[src/rtl/mycpu_pkg.sv]
// mycpu_pkg: types and constants shared by the CPU datapath blocks.
//   LD_* : load-type encodings carried on in_ldtype (5..7 behave as LW)
//   wb_state_t : writeback stage FSM states
//   ld_misaligned() : alignment rule for loads, shared by writeback and load_align
package mycpu_pkg;

  localparam logic [2:0] LD_LW  = 3'd0;
  localparam logic [2:0] LD_LB  = 3'd1;
  localparam logic [2:0] LD_LBU = 3'd2;
  localparam logic [2:0] LD_LH  = 3'd3;
  localparam logic [2:0] LD_LHU = 3'd4;

  typedef enum logic [0:0] {
    IDLE     = 1'b0,
    WAIT_MEM = 1'b1
  } wb_state_t;

  // Byte loads never fault; halfwords need an even address; words (and the
  // unused encodings, which behave as words) need a word-aligned address.
  function automatic logic ld_misaligned(input logic [2:0] ldtype,
                                         input logic [1:0] addr_lo);
    logic mis;
    case (ldtype)
      LD_LB, LD_LBU: mis = 1'b0;
      LD_LH, LD_LHU: mis = addr_lo[0];
      default:       mis = (addr_lo != 2'd0);
    endcase
    return mis;
  endfunction

endpackage

[src/rtl/load_align.sv]
// load_align: combinational sub-word extraction for loads.
//   ldtype_i     : load type (LD_* encodings)
//   addr_lo_i    : low two bits of the effective address
//   rdata_i      : little-endian read word from data memory
//   data_o       : selected byte/half/word, sign- or zero-extended to 32 bits
//   misaligned_o : access violates the alignment rule for its type
module load_align
  import mycpu_pkg::*;
(
  input  logic [2:0]  ldtype_i,
  input  logic [1:0]  addr_lo_i,
  input  logic [31:0] rdata_i,
  output logic [31:0] data_o,
  output logic        misaligned_o
);

  logic [31:0] shifted_s;
  logic [7:0]  byte_s;
  logic [15:0] half_s;

  // Select the addressed byte/half and extend it according to the load type.
  always_comb begin
    shifted_s = rdata_i >> {addr_lo_i, 3'b000};
    byte_s    = shifted_s[7:0];
    half_s    = addr_lo_i[1] ? rdata_i[31:16] : rdata_i[15:0];
    case (ldtype_i)
      LD_LB:   data_o = {{24{byte_s[7]}}, byte_s};
      LD_LBU:  data_o = {24'd0, byte_s};
      LD_LH:   data_o = {{16{half_s[15]}}, half_s};
      LD_LHU:  data_o = {16'd0, half_s};
      default: data_o = rdata_i;
    endcase
    misaligned_o = ld_misaligned(ldtype_i, addr_lo_i);
  end

endmodule

[src/rtl/wb_stage.sv]
// wb_stage: writeback stage driving the register file's single write port.
//   clk, rst          : clock, synchronous active-high reset
//   in_valid/in_ready : upstream handshake (ready only while IDLE)
//   in_*              : retiring instruction (ALU result / load address, dest select, load type)
//   mem_rvalid/rdata  : data-memory read return, one-cycle pulse
//   wr_en/addr/data   : registered register-file write
//   pend_valid/addr   : destination of an outstanding writing load (for load-use stall)
//   err_align/timeout/stray : sticky error flags, cleared only by rst
module wb_stage
  import mycpu_pkg::*;
#(
  parameter int TIMEOUT = 15
) (
  input  logic        clk,
  input  logic        rst,
  input  logic        in_valid,
  output logic        in_ready,
  input  logic [31:0] in_aluresult,
  input  logic [4:0]  in_rt,
  input  logic [4:0]  in_rd,
  input  logic        in_regdst,
  input  logic        in_regwrite,
  input  logic        in_memtoreg,
  input  logic [2:0]  in_ldtype,
  input  logic        mem_rvalid,
  input  logic [31:0] mem_rdata,
  output logic        wr_en,
  output logic [4:0]  wr_addr,
  output logic [31:0] wr_data,
  output logic        pend_valid,
  output logic [4:0]  pend_addr,
  output logic        err_align,
  output logic        err_timeout,
  output logic        err_stray
);

  wb_state_t   state_q, state_d;
  logic [4:0]  dst_q;
  logic [2:0]  ldtype_q;
  logic [1:0]  addr_lo_q;
  logic        we_q;
  logic [7:0]  cnt_q;
  logic        wr_en_q;
  logic [4:0]  wr_addr_q;
  logic [31:0] wr_data_q;
  logic        err_align_q, err_timeout_q, err_stray_q;

  logic        accept_s;
  logic [4:0]  dst_s;
  logic        wen_s;
  logic        timeout_s;
  logic [31:0] ld_data_s;
  logic        ld_mis_s;

  assign accept_s  = in_valid && in_ready;
  assign dst_s     = in_regdst ? in_rd : in_rt;
  assign wen_s     = in_regwrite && (dst_s != 5'd0);
  // Last allowed wait cycle: the load has spent TIMEOUT cycles in WAIT_MEM.
  assign timeout_s = (state_q == WAIT_MEM) && !mem_rvalid &&
                     (cnt_q == 8'(TIMEOUT - 1));

  load_align u_load_align (
    .ldtype_i     (ldtype_q),
    .addr_lo_i    (addr_lo_q),
    .rdata_i      (mem_rdata),
    .data_o       (ld_data_s),
    .misaligned_o (ld_mis_s)
  );

  // FSM state register.
  always_ff @(posedge clk) begin
    if (rst) state_q <= IDLE;
    else     state_q <= state_d;
  end

  // FSM next-state logic.
  always_comb begin
    state_d = state_q;
    case (state_q)
      IDLE: begin
        if (accept_s && in_memtoreg) state_d = WAIT_MEM;
        else                         state_d = IDLE;
      end
      WAIT_MEM: begin
        if (mem_rvalid || timeout_s) state_d = IDLE;
        else                         state_d = WAIT_MEM;
      end
      default: state_d = IDLE;
    endcase
  end

  // FSM state-decoded outputs; a non-writing load does not stall decode.
  always_comb begin
    in_ready   = 1'b0;
    pend_valid = 1'b0;
    pend_addr  = 5'd0;
    case (state_q)
      IDLE: begin
        in_ready = 1'b1;
      end
      WAIT_MEM: begin
        pend_valid = we_q;
        pend_addr  = dst_q;
      end
      default: begin
        in_ready = 1'b0;
      end
    endcase
  end

  // Load context capture, wait counter, registered write port and sticky errors.
  always_ff @(posedge clk) begin
    if (rst) begin
      dst_q         <= 5'd0;
      ldtype_q      <= 3'd0;
      addr_lo_q     <= 2'd0;
      we_q          <= 1'b0;
      cnt_q         <= 8'd0;
      wr_en_q       <= 1'b0;
      wr_addr_q     <= 5'd0;
      wr_data_q     <= 32'd0;
      err_align_q   <= 1'b0;
      err_timeout_q <= 1'b0;
      err_stray_q   <= 1'b0;
    end else begin
      wr_en_q <= 1'b0;
      if (accept_s) begin
        if (in_memtoreg) begin
          dst_q     <= dst_s;
          ldtype_q  <= in_ldtype;
          addr_lo_q <= in_aluresult[1:0];
          we_q      <= wen_s;
          cnt_q     <= 8'd0;
          if (ld_misaligned(in_ldtype, in_aluresult[1:0])) err_align_q <= 1'b1;
        end else begin
          wr_en_q   <= wen_s;
          wr_addr_q <= dst_s;
          wr_data_q <= in_aluresult;
        end
      end
      if (state_q == WAIT_MEM) begin
        if (mem_rvalid) begin
          wr_en_q   <= we_q && !ld_mis_s;
          wr_addr_q <= dst_q;
          wr_data_q <= ld_data_s;
        end else if (timeout_s) begin
          err_timeout_q <= 1'b1;
        end else begin
          cnt_q <= cnt_q + 8'd1;
        end
      end else if (mem_rvalid) begin
        // Read data with no outstanding load (including the accept cycle).
        err_stray_q <= 1'b1;
      end
    end
  end

  assign wr_en       = wr_en_q;
  assign wr_addr     = wr_addr_q;
  assign wr_data     = wr_data_q;
  assign err_align   = err_align_q;
  assign err_timeout = err_timeout_q;
  assign err_stray   = err_stray_q;

endmodule

[config.mk]
export PLATFORM = sky130hd
export DESIGN_NAME = wb_stage
export DESIGN_NICKNAME = d
export VERILOG_FILES = /design/src/rtl/mycpu_pkg.sv /design/src/rtl/load_align.sv /design/src/rtl/wb_stage.sv
export SDC_FILE = /design/constraint.sdc
export NUM_CORES = 1
export LEC_CHECK = 0
export BUFFER_PORTS_ARGS = -buffer_cell sky130_fd_sc_hd__buf_4
export CORE_ASPECT_RATIO = 0.7
export CORE_MARGIN = 4
export CORE_UTILIZATION = 45
export DETAILED_ROUTE_END_ITERATION = 10
export PLACE_DENSITY = 0.74
export SLEW_MARGIN = 10
export SYNTH_ARGS = -nofsm -noshare
export SYNTH_HDL_FRONTEND = slang
export SYNTH_SLANG_ARGS = --single-unit
[constraint.sdc]
create_clock -name clk -period 2.2 [get_ports clk]
set_input_delay 0.44 -clock clk [delete_from_list [all_inputs] [get_ports clk]]
set_output_delay 0.44 -clock clk [all_outputs]
set_load 0.05 [all_outputs]
==> impl_metrics.env, run 1 <==
export IMPL_leakage_nw=2.17
export IMPL_finClkSkew_ps=6.81
export IMPL_synth_top_flop_cell="dfxtp_1"
export IMPL_die_x_um=115
export IMPL_clk_pin_slew_ps=50
export IMPL_synth_seq_area_share_pct=33.9
export IMPL_clk_latency_ps=330
export IMPL_vias=3474
export IMPL_grt_max_degree=39
export IMPL_final_common_cell="buf_4"
export IMPL_timing_rr_start="addr_lo_q[0]$_SDFFE_PP0P_"
export IMPL_yosysUniqueCellTypes=52
export IMPL_critical_path_endpoint_type="flop"
export IMPL_placedInstanceArea_um2=4560
export IMPL_wire_per_inst_um=19.0
export IMPL_hold_class="primary input to flop"
export IMPL_cap_violations=0
export IMPL_async_reset_ff_share_pct=0
export IMPL_timing_final_crit_share_pct=90.5
export IMPL_crit_end="wr_data[1]$_SDFF_PP0_"
export IMPL_antenna_cells=0
export IMPL_nFillCells=622
export IMPL_die_area_um2=9520
export IMPL_cp_startpoint="addr_lo_q[0]$_SDFFE_PP0P_"
export IMPL_post_route_drc_count=0
export IMPL_syn_to_final_growth_pct=34.9
export IMPL_dp_hpwl_mm=8.51
export IMPL_crit_family="multiplexers"
export IMPL_syn_nets=456
export IMPL_netlist_area_um2=3600
export IMPL_port_buffers=131
export IMPL_setup_viol_count_final=0
export IMPL_startpoint_type="flop"
export IMPL_core_um2=7550
export IMPL_tritoncts="yes"
export IMPL_ys_seq_elements=61
export IMPL_worst_slew_pin_slew_ps=630
export IMPL_slew_limit_headroom_pct=58.0
export IMPL_first_global_vias=3329
export IMPL_fp_dieH_um=82.9
export IMPL_final_layout_size_suffix_gt1_share_pct=37.8
export IMPL_worst_ir_drop_vdd_v=0.000430
export IMPL_synth_warnings=0
export IMPL_total_power_mw=3.44
export IMPL_worstSetupPathType="flop to flop"
export IMPL_max_freq_mhz=502
export IMPL_critPathMostFrequentCell="a221oi_1"
export IMPL_instances_no_fill=595
export IMPL_first_pass_iters=5
export IMPL_overflow=0
export IMPL_cts_setup_buffers=0
export IMPL_cts_resized=0
export IMPL_holdWs_ps=370
export IMPL_io_pins=132
export IMPL_rsz0062_at_grt="no"
export IMPL_reg2reg_slack_ps=210
export IMPL_slew_violations=0
export IMPL_fin_area_um2=4860
export IMPL_cpPeakStageDelay_ps=630
export IMPL_fin_ws_ps=209
export IMPL_rows=26
export IMPL_drtIter0Drc=285
export IMPL_cp_num_cells=3
export IMPL_syn_area_per_cell_um2=9.74
export IMPL_timing_reg2reg_worst_path_depth=3
export IMPL_netlist_instances=370
export IMPL_antenna_found_initial=0
export IMPL_cp_num_buf_inv=0
export IMPL_nNetsFinal=578
export IMPL_crit_chain="mux4_1 -> a221oi_1 -> a221oi_1"
export IMPL_cts_max_level=3
export IMPL_cts_root_buf="clkbuf_16"
export IMPL_multi_input_area_um2=2110
export IMPL_cts_buffers=9
export IMPL_grt_pass1_wl_mm=17.6
export IMPL_synth_edf_count=0
export IMPL_crit_slowest_cell="mux4_1"
export IMPL_cts_sinks=61
export IMPL_crit_arrival_ps=2180
export IMPL_dp_slack_ps=241
export IMPL_dp_cells=579
export IMPL_outcome="finished, final reports clean"
export IMPL_worstPathRequired_ps=2390
export IMPL_seqCellArea_um2=1220
export IMPL_hold_viol=0
export IMPL_period_needed_ps=1990
export IMPL_r2r_end="wr_data[1]$_SDFF_PP0_"
export IMPL_cts_hold_buffers=0
export IMPL_clk_path_buf_depth=2
export IMPL_power_density_nw_per_um2=708
export IMPL_gr_usage_all_layers_pct=23.3
export IMPL_final_cell_mix="buf_4 (140), dfxtp_1 (61), nand2_1 (48)"
export IMPL_initial_core_util_pct=47.7
export IMPL_fin_util_pct=64.4
export IMPL_wirelength_mm=11.3
export IMPL_gp_congestion=0.863
export IMPL_drtAntennaViolNets=0
export IMPL_vias_per_cell=5.84
export IMPL_crit_fanout=8
export IMPL_fin_setup_tns_ps=0
[state kept, by name, indices dropped and copies added, names as in the netlist]
name         cells
wr_addr          5
err_stray        1
we_q             1
state_q          1
wr_en            1
ldtype_q         3
dst_q            5
addr_lo_q        2
err_align        1
err_timeout      1
cnt_q            8
wr_data         32
[power breakdown]
group	total (mW)	switching [mW]	internal, mW	leakage, nW
registers	1.23	0.0541	1.17	0.500
clock network	1.40	0.492	0.903	0.143
logic	0.814	0.483	0.332	1.53
total	3.44	1.03	2.41	2.17
[final cells by class]
cell class / count / area share [%]
Clock buffer: 12 / 5.07
Clock inverter: 4 / 0.979
Inverter: 6 / 0.464
Multi-Input combinational cell: 272 / 43.4
Sequential cell: 61 / 25.1
Tap cell: 98 / 2.52
Timing Repair Buffer: 142 / 22.5
[worst reg2reg max path: stages (launching register included)]
cell and delay (ps):
dfxtp_1 620, mux4_1 630, a221oi_1 430, a221oi_1 180
[how the worst min path moves through the flow]
stage,startpoint,endpoint,slack (ps),cells past startpoint
after CTS,in_aluresult[1],addr_lo_q[1]$_SDFFE_PP0P_,370,3
after global placement,err_align$_SDFFE_PP0P_,err_align$_SDFFE_PP0P_,440,2
after global routing,in_aluresult[1],addr_lo_q[1]$_SDFFE_PP0P_,370,3
after detailed placement,err_align$_SDFFE_PP0P_,err_align$_SDFFE_PP0P_,450,2
final,in_aluresult[1],addr_lo_q[1]$_SDFFE_PP0P_,370,3
after floorplan,dst_q[0]$_SDFFE_PP0P_,wr_addr[0]$_SDFF_PP0_,440,2
[synth_stat cells (2+ instances only)]
master     n  area (um2)
a311oi_1   7        61.3
nor2b_1    4        25.0
clkbuf_1  11        41.3
and3_1     3        18.8
dfxtp_1   61        1220
o21ai_0    5        25.0
buf_2      5        25.0
a21boi_0   2        15.0
and2_1    14        87.6
o211ai_1   6        45.0
a211oi_1  12        90.1
nand2_1   48         180
mux4_1     6         158
nor3b_1    2        15.0
nand3b_1   3        22.5
a221oi_1  20         175
nand2b_1   3        18.8
a221oi_2  14         210
nand3_1   21         105
mux2_2     4        45.0
a21oi_1   19        95.1
xor2_1     2        17.5
or3_1      3        18.8
ha_1       2        25.0
nor2_1    17        63.8
inv_1      6        22.5
clkbuf_8   8         110
buf_6      6        67.6
mux2i_1   33         330
[per-layer routing]
| metal | vias to the layer above | GRT usage (%) | part of all wire (%) |
|---|---|---|---|
| met4 | 0 | 8.53 | 2.0 |
| li1 | 1654 | - | - |
| met5 | - | 0 | 0 |
| met3 | 17 | 6.54 | 8.4 |
| met2 | 164 | 33.4 | 45 |
| met1 | 1639 | 33.0 | 45 |
[cells by family (layout without fill, tap and decap cells)]
family          count (synthesis)  after routing  synth area share, %
xor+xnor                        2              2                0.486
flops                          61             61                 33.9
simple gates                  128            128                 18.1
mux                            46             46                 16.5
fa+ha+maj                       2              2                0.695
buf+inv                        37            164                 7.61
compound gates                 94             94                 22.7
Power figures use the tool's default switching activity.
==> run 2, diff against run 1 <==
--- a/config.mk
+++ b/config.mk
@@ -10,6 +10,7 @@
 export CORE_MARGIN = 4
 export CORE_UTILIZATION = 45
 export DETAILED_ROUTE_END_ITERATION = 10
+export MAX_ROUTING_LAYER = met4
 export PLACE_DENSITY = 0.74
 export SLEW_MARGIN = 10
 export SYNTH_ARGS = -nofsm -noshare
==> constraint.sdc (replaced) <==
create_clock -name clk -period 2.2 [get_ports clk]
set_input_delay 0.44 -clock clk [delete_from_list [all_inputs] [get_ports clk]]
set_output_delay 0.44 -clock clk [all_outputs]
set_load 0.005 [all_outputs]
==> run 2 against run 1 <==
Power down 5.9%. Critical endpoint unchanged. Design area unchanged. Critical path depth unchanged. Largest cell class unchanged.
==> impl_metrics.env, run 2 (same netlist as run 1, synthesis figures left out) <==
export IMPL_cts_setup_buffers=0
export IMPL_worst_slew_pin_slew_ps=620
export IMPL_gr_usage_all_layers_pct=23.8
export IMPL_post_route_drc_count=0
export IMPL_crit_fanout=8
export IMPL_dp_hpwl_mm=8.51
export IMPL_period_needed_ps=1980
export IMPL_crit_arrival_ps=2170
export IMPL_cts_sinks=61
export IMPL_crit_slowest_cell="mux4_1"
export IMPL_hold_viol=0
export IMPL_crit_chain="mux4_1 -> a221oi_1 -> a221oi_1"
export IMPL_finClkSkew_ps=8.09
export IMPL_nNetsFinal=578
export IMPL_hold_class="primary input to flop"
export IMPL_drtAntennaViolNets=0
export IMPL_slew_violations=0
export IMPL_clk_pin_slew_ps=50
export IMPL_startpoint_type="flop"
export IMPL_largest_register_ffs=32
export IMPL_outcome="finished, final reports clean"
export IMPL_timing_rr_start="addr_lo_q[0]$_SDFFE_PP0P_"
export IMPL_overflow=0
export IMPL_cap_violations=0
export IMPL_min_delay_start="in_aluresult[1]"
export IMPL_grt_max_degree=39
export IMPL_drtIter0Drc=260
export IMPL_total_power_mw=3.24
export IMPL_final_common_cell="buf_4"
export IMPL_reg2reg_slack_ps=220
export IMPL_antenna_found_initial=0
export IMPL_cts_hold_buffers=0
export IMPL_clk_path_buf_depth=2
export IMPL_final_layout_size_suffix_gt1_share_pct=37.8
export IMPL_die_area_um2=9520
export IMPL_r2r_end="wr_data[1]$_SDFF_PP0_"
export IMPL_core_um2=7550
export IMPL_final_cell_mix="buf_4 (140), dfxtp_1 (61), nand2_1 (48)"
export IMPL_syn_to_final_growth_pct=34.9
export IMPL_setup_viol_count_final=0
export IMPL_initial_core_util_pct=47.7
export IMPL_slew_limit_headroom_pct=58.7
export IMPL_cts_buffers=9
export IMPL_antenna_cells=0
export IMPL_max_freq_mhz=504
export IMPL_gp_congestion=0.877
export IMPL_hold_depth=3
export IMPL_io_pins=132
export IMPL_port_buffers=131
export IMPL_first_pass_iters=4
export IMPL_timing_reg2reg_worst_path_depth=3
export IMPL_worstPathRequired_ps=2390
export IMPL_cpPeakStageDelay_ps=620
export IMPL_wirelength_mm=11.2
export IMPL_clk_latency_ps=330
export IMPL_worstSetupPathType="flop to flop"
export IMPL_vias_per_cell=5.83
export IMPL_fin_setup_tns_ps=0
export IMPL_power_density_nw_per_um2=666
export IMPL_timing_final_crit_share_pct=90.2
export IMPL_rows=26
export IMPL_rsz0062_at_grt="no"
export IMPL_die_x_um=115
export IMPL_grt_pass1_wl_mm=17.6
export IMPL_worst_ir_drop_vdd_v=0.000382
export IMPL_vias=3468
export IMPL_cts_root_buf="clkbuf_16"
export IMPL_wire_per_inst_um=18.9
export IMPL_critical_path_endpoint_type="flop"
export IMPL_min_to="addr_lo_q[1]$_SDFFE_PP0P_"
export IMPL_first_global_vias=3344
export IMPL_critPathMostFrequentCell="a221oi_1"
export IMPL_cts_resized=0
export IMPL_fp_dieH_um=82.9
export IMPL_leakage_nw=2.17
export IMPL_tritoncts="yes"
export IMPL_cts_max_level=3
run 2: where the power goes:
part	total (mW)	internal [mW]	leakage, nW	switching [mW]
combinational	0.617	0.326	1.53	0.291
clock	1.39	0.903	0.143	0.488
sequential	1.23	1.17	0.500	0.0541
total	3.24	2.40	2.17	0.833
run 2: layout make-up:
cell class / count / area (um2)
clock buffer: 12 / 246
clock inverter: 4 / 47.5
fill: 622 / 2690
inverter: 6 / 22.5
multi-input combinational: 272 / 2110
sequential: 61 / 1220
tap: 98 / 123
timing repair buffer: 142 / 1090
run 2: worst max-delay path, delay by kind of cell (launching register included):
family | cells | cell delay (ps)
mux | 1 | 620
compound gates | 2 | 620
flops | 1 | 610
run 2: metrics by stage:
| stage | cell area, um2 | hold WS (ps) | utilization [%] | std cells | setup WS (ps) |
|---|---|---|---|---|---|
| after floorplan | 3600 | 441 | - | 370 | 591 |
| after global placement | 4560 | 438 | 60.5 | 579 | 275 |
| after detailed placement | 4560 | 446 | 60.5 | 579 | 241 |
| after CTS | 4860 | 366 | 64.4 | 595 | 232 |
| after global routing | 4860 | 376 | 64.4 | 595 | 96.3 |
| final | 4860 | 373 | 64.4 | 595 | 215 |
run 2: how the worst max path moves through the flow:
stage / to / start / cells past startpoint
6_report: wr_data[1]$_SDFF_PP0_ / addr_lo_q[0]$_SDFFE_PP0P_ / 3
5_1_grt: wr_data[1]$_SDFF_PP0_ / addr_lo_q[0]$_SDFFE_PP0P_ / 3
4_1_cts: wr_data[1]$_SDFF_PP0_ / addr_lo_q[0]$_SDFFE_PP0P_ / 3
3_5_place_dp: wr_data[1]$_SDFF_PP0_ / addr_lo_q[0]$_SDFFE_PP0P_ / 3
3_3_place_gp: wr_data[1]$_SDFF_PP0_ / addr_lo_q[0]$_SDFFE_PP0P_ / 3
2_1_floorplan: wr_data[6]$_SDFF_PP0_ / addr_lo_q[0]$_SDFFE_PP0P_ / 4
run 2: per-layer routing:
| metal | vias up | part of all wire (%) | GRT usage [%] |
|---|---|---|---|
| met2 | 167 | 45 | 33.2 |
| met1 | 1634 | 44 | 33.4 |
| met4 | 0 | 2.0 | 9.17 |
| met5 | - | 0 | - |
| li1 | 1651 | - | - |
| met3 | 16 | 8.3 | 5.31 |
